===== src/rtl/game_turn_ctrl.sv =====
// game_turn_ctrl: turn sequencer for the two-player column-drop game.
// Optional macro GAME_TURN_AUTO_MOVE_EN: a timeout auto-places a piece
// in the lowest free column instead of forfeiting the turn.
module game_turn_ctrl #(
   parameter int NUM_COLS = 7,
   parameter int COL_W    = 3
) (
   input  logic                clk,
   input  logic                rst,
   input  logic                start,
   input  logic                move_valid,
   input  logic [COL_W-1:0]    move_col,
   input  logic [NUM_COLS-1:0] col_full,
   input  logic                timer_timeout,
   output logic                timer_enable,
   output logic                timer_reset,
   output logic                place_req,
   output logic [COL_W-1:0]    place_col,
   output logic                place_player,
   input  logic                place_ack,
   input  logic                win_detected,
   input  logic                board_full,
   output logic                current_player,
   output logic                auto_move,
   output logic                illegal_move,
   output logic                game_over,
   output logic [1:0]          winner
);

   typedef enum logic [2:0] {
      IDLE,
      TURN_START,
      WAIT_MOVE,
      AUTO_SCAN,
      PLACE,
      SWITCH,
      GAME_OVER
   } state_t;

   state_t state;

   // Columns past NUM_COLS read as full, so out-of-range moves are illegal
   logic [2**COL_W-1:0] full_pad;
   logic                move_ok;

   // Pad the full flags out to the whole column index space
   always_comb begin
      full_pad = '1;
      full_pad[NUM_COLS-1:0] = col_full;
   end

   assign move_ok = ~full_pad[move_col];

`ifdef GAME_TURN_AUTO_MOVE_EN
   localparam logic [COL_W:0] SCAN_END = NUM_COLS[COL_W:0];
   logic [COL_W:0] scan_idx;
`endif

   // Turn state machine with all outputs registered
   always_ff @(posedge clk) begin
      if (rst) begin
         state          <= IDLE;
         timer_enable   <= 1'b0;
         timer_reset    <= 1'b0;
         place_req      <= 1'b0;
         place_col      <= '0;
         place_player   <= 1'b0;
         current_player <= 1'b0;
         auto_move      <= 1'b0;
         illegal_move   <= 1'b0;
         game_over      <= 1'b0;
         winner         <= 2'd0;
`ifdef GAME_TURN_AUTO_MOVE_EN
         scan_idx       <= '0;
`endif
      end else begin
         timer_reset  <= 1'b0;
         illegal_move <= 1'b0;
         case (state)
            IDLE: begin
               if (start) begin
                  state          <= TURN_START;
                  current_player <= 1'b0;
                  winner         <= 2'd0;
                  timer_reset    <= 1'b1;
               end
            end
            TURN_START: begin
               state        <= WAIT_MOVE;
               timer_enable <= 1'b1;
            end
            WAIT_MOVE: begin
               if (move_valid && move_ok) begin
                  state        <= PLACE;
                  timer_enable <= 1'b0;
                  place_req    <= 1'b1;
                  place_col    <= move_col;
                  place_player <= current_player;
                  auto_move    <= 1'b0;
               end else if (timer_timeout) begin
                  timer_enable <= 1'b0;
`ifdef GAME_TURN_AUTO_MOVE_EN
                  state        <= AUTO_SCAN;
                  scan_idx     <= '0;
`else
                  state        <= SWITCH;
`endif
               end
               if (move_valid && !move_ok)
                  illegal_move <= 1'b1;
            end
`ifdef GAME_TURN_AUTO_MOVE_EN
            AUTO_SCAN: begin
               if (scan_idx == SCAN_END) begin
                  state     <= GAME_OVER;
                  game_over <= 1'b1;
                  winner    <= 2'd3;
               end else if (!full_pad[scan_idx[COL_W-1:0]]) begin
                  state        <= PLACE;
                  place_req    <= 1'b1;
                  place_col    <= scan_idx[COL_W-1:0];
                  place_player <= current_player;
                  auto_move    <= 1'b1;
               end else begin
                  scan_idx <= scan_idx + 1'b1;
               end
            end
`endif
            PLACE: begin
               if (place_ack) begin
                  place_req <= 1'b0;
                  auto_move <= 1'b0;
                  if (win_detected) begin
                     state     <= GAME_OVER;
                     game_over <= 1'b1;
                     winner    <= current_player ? 2'd2 : 2'd1;
                  end else if (board_full) begin
                     state     <= GAME_OVER;
                     game_over <= 1'b1;
                     winner    <= 2'd3;
                  end else begin
                     state <= SWITCH;
                  end
               end
            end
            SWITCH: begin
               state          <= TURN_START;
               current_player <= ~current_player;
               timer_reset    <= 1'b1;
            end
            GAME_OVER: begin
               if (start) begin
                  state          <= TURN_START;
                  current_player <= 1'b0;
                  winner         <= 2'd0;
                  game_over      <= 1'b0;
                  timer_reset    <= 1'b1;
               end
            end
            default: state <= IDLE;
         endcase
      end
   end

endmodule


===== config.mk =====
export PLATFORM = sky130hd
export DESIGN_NAME = game_turn_ctrl
export DESIGN_NICKNAME = d
export VERILOG_FILES = /design/src/rtl/game_turn_ctrl.sv
export SDC_FILE = /design/constraint.sdc
export NUM_CORES = 1
export LEC_CHECK = 0
export BUFFER_PORTS_ARGS = -buffer_cell sky130_fd_sc_hd__buf_4
export CAP_MARGIN = 20
export CORE_ASPECT_RATIO = 0.75
export CORE_MARGIN = 2
export CORE_UTILIZATION = 36
export DETAILED_ROUTE_END_ITERATION = 7
export MAX_ROUTING_LAYER = met4
export RECOVER_POWER = 50
export SLEW_MARGIN = 40
export SYNTH_ARGS = -nofsm -noshare
export SYNTH_HDL_FRONTEND = slang
export SYNTH_SLANG_ARGS = --single-unit

===== constraint.sdc =====
create_clock -name clk -period 3.5 [get_ports clk]
set_input_delay 0.175 -clock clk [delete_from_list [all_inputs] [get_ports clk]]
set_output_delay 0.175 -clock clk [all_outputs]
set_load 0.01 [all_outputs]

==> results.yml <==
outcome:
  outcome: "finished, final reports clean"
global_routing:
  grt_first_pass_wirelength_um: 3860
  grt_pass1_vias: 872
  grt_start_max_net_pins: 21
  grt-ovfl-total: 0
  grtUsageTotal: 0.164
  antenna_found_initial: 0
clocking:
  cts_buffers: 3
  cts_htree_levels: 1
  cts_tree: "yes"
  clock-sinks: 15
  ctsResizeCount: 0
  post_cts_buffers: 0
  cts-hold-fix-buffers: 0
  insertion_delay_ps: 300
  clk_root_buffer_cell: "clkbuf_4"
  clockBufferDepth: 2
  clkSlewWorstSetupHoldPaths_ps: 100
yosys:
  synthCells: 113
  seq_area_frac_synth: 0.319
  synth-simple-area-share: 0.271
  yosysUniqueCellTypes: 40
  yosys_warnings: 0
  synth.avg_cell_area_um2: 8.34
  synthAdderAreaFrac: 0
  synth_top_family_by_area: "simple AND/OR/NAND/NOR gates"
  synth.mux.area_fraction: 0.0969
  netlist_area_um2: 942
  synth_compound_area_frac: 0.247
  synth_nets: 131
  synth_ff_type: "dfxtp_1"
  async_flop_share: 0
  synthXorXnorAreaFrac: 0.00930
  ys_ff_latch: 15
  synth-edff-count: 0
timing:
  fin_setup_tns_ps: 0
  skew_ps: 15.2
  final-setup-viol-count: 0
  tightestPinTransition_ps: 565
  maxSlewHeadroom: 0.623
  fin_crit_sh: 0.499
  drv_slew: 0
  rsz0062_at_grt: "no"
  post-route-min-period_ps: 1750
  fmax_ghz: 0.572
  final_hold_viol_count: 0
floorplan:
  die-width_um: 63.1
  pin_count: 31
  die_h_um: 48.3
  start_util: 0.371
  die-area_um2: 3050
  placementRows: 16
  design.core.area_um2: 2540
setup_path:
  r2r-end: "place_col[1]$_SDFFE_PP0P_"
  cp_max_fo: 17
  r2r_slack_ps: 1750
  cp.required_ps: 3680
  crit_path_max_incr_delay_ps: 690
  reg2reg_from: "state[1]$_SDFFE_PP0P_"
  crit_arrival_ps: 1930
  path_class: "register to register"
  cp_cell_sequence: "nand4bb_1 > a221oi_4 > and2_4 > o21ai_1"
  startpoint_type: "register"
  cp-end-kind: "register"
  crit_path_top_delay_cell: "dfxtp_1"
  r2r_cells: 4
hold_path:
  min_delay_worst_endpoint: "state[2]$_SDFFE_PP0P_"
  hp-class: "input pin to register"
  hold_start: "move_valid"
  min_path_cells: 3
power_and_ir_drop:
  power_density_nw_per_um2: 515
  vdd_ir_drop_max_mv: 0.229
  p_leak_uw: 0.000433
drt:
  first_pass_iters: 4
  wl_per_cell_um: 12.7
  ant_nets: 0
  drtIter0Drc: 33
  vias: 916
  drt_wl_total_um: 2230
  via_per_inst: 5.23
  drc_errors: 0
layout:
  syn_to_final_growth_pct: 22.2
  stdcell_area_um2: 1150
  finalNetCount: 158
  drive_gt1_frac: 0.209
  diodes: 0
run:
  maxCapViolations: 0
place:
  finalWeightedCongestion: 0.868
  hpwlAfterDp_um: 1650
  io_buffers: 29
  placed_area_um2: 1170
==> cell families (layout without fill, tap and decap cells) <==
family | after synthesis | after routing
muxes | 8 | 8
DFF | 15 | 15
and+or+nand+nor | 44 | 44
other | 1 | 1
buffers and inverters | 11 | 37
AOI/OAI and AO/OA | 33 | 33
xor gates and xnor gates | 1 | 1
==> critical path, delay by kind of cell, from the launching register on <==
kind               cells  cell delay [ps]
DFF                    1              690
and+or+nand+nor        2              500
AOI/OAI and AO/OA      2              440
==> cell type report <==
type                    instances  area [um2]
flip-flops and latches         15         300
multi-input cells              87         592
clock buffers                   4        26.3
inverters                       4        15.0
well taps                      36        45.0
fillers                       288        1390
repair buffers                 29         173
==> flip-flops by register name (all words and copies together) (netlist names) <==
register and cells:
winner 2, timer_enable 1, timer_reset 1, place_col 3
state 3, game_over 1, current_player 1, illegal_move 1
place_player 1, place_req 1
==> placed cells by master, fill, tap and decap left out, types with 4 or more instances in the layout <==
master / n
nand2_1: 9
a21oi_1: 8
nor2_1: 10
mux2i_1: 5
nand2b_1: 5
buf_4: 17
nor2b_1: 4
clkbuf_1: 13
inv_1: 4
o21ai_0: 6
dfxtp_1: 15
==> per-layer routing <==
metal / up-vias / wire length [um] / track usage
met5: - / 0 / -
met4: 0 / 13 / 0.0444
met3: 2 / 189 / 0.0581
met2: 33 / 977 / 0.245
met1: 418 / 1050 / 0.210
li1: 463 / - / -
==> per-stage QoR <==
step	instances	hold WS (ps)	setup slack (ps)	util	total power, uW
final	175	170	1750	0.453	593
after floorplan	113	325	2160	-	432
after global routing	175	163	1580	0.453	641
after CTS	175	166	1760	0.470	611
after detailed placement	171	460	1800	0.460	506
after global placement	171	453	1870	0.460	502
==> worst max-delay path by stage <==
stage	startpoint	to	cells past startpoint
2_1_floorplan	state[0]$_SDFFE_PP0P_	timer_enable$_SDFFE_PP0P_	5
3_3_place_gp	state[1]$_SDFFE_PP0P_	place_col[1]$_SDFFE_PP0P_	4
3_5_place_dp	state[1]$_SDFFE_PP0P_	place_col[1]$_SDFFE_PP0P_	4
4_1_cts	state[1]$_SDFFE_PP0P_	place_col[1]$_SDFFE_PP0P_	4
5_1_grt	state[1]$_SDFFE_PP0P_	place_col[2]$_SDFFE_PP0P_	4
6_report	state[1]$_SDFFE_PP0P_	place_col[1]$_SDFFE_PP0P_	4
==> synthesized netlist by cell type, types with 2 or more instances <==
cell type | instances | area share
a211oi_1 | 3 | 0.024
a21oi_1 | 8 | 0.042
a22o_1 | 3 | 0.028
a31oi_1 | 2 | 0.013
buf_2 | 4 | 0.021
clkbuf_1 | 2 | 0.0080
dfxtp_1 | 15 | 0.32
inv_1 | 4 | 0.016
mux2_4 | 2 | 0.032
mux2i_1 | 5 | 0.053
nand2_1 | 9 | 0.036
nand2b_1 | 5 | 0.033
nand4b_1 | 3 | 0.028
nor2_1 | 10 | 0.040
nor2b_1 | 4 | 0.027
nor3_1 | 2 | 0.011
o211ai_1 | 2 | 0.016
o21ai_0 | 6 | 0.032
o21ai_1 | 3 | 0.016
==> where the power goes <==
part / switching [uW] / internal (uW) / total [uW] / leakage, uW
clock network: 60.1 / 44.4 / 105 / 0.0000150
logic: 125 / 110 / 235 / 0.000296
registers: 51.2 / 202 / 253 / 0.000122
total: 237 / 357 / 593 / 0.000433
Power figures use the tool's default switching activity.
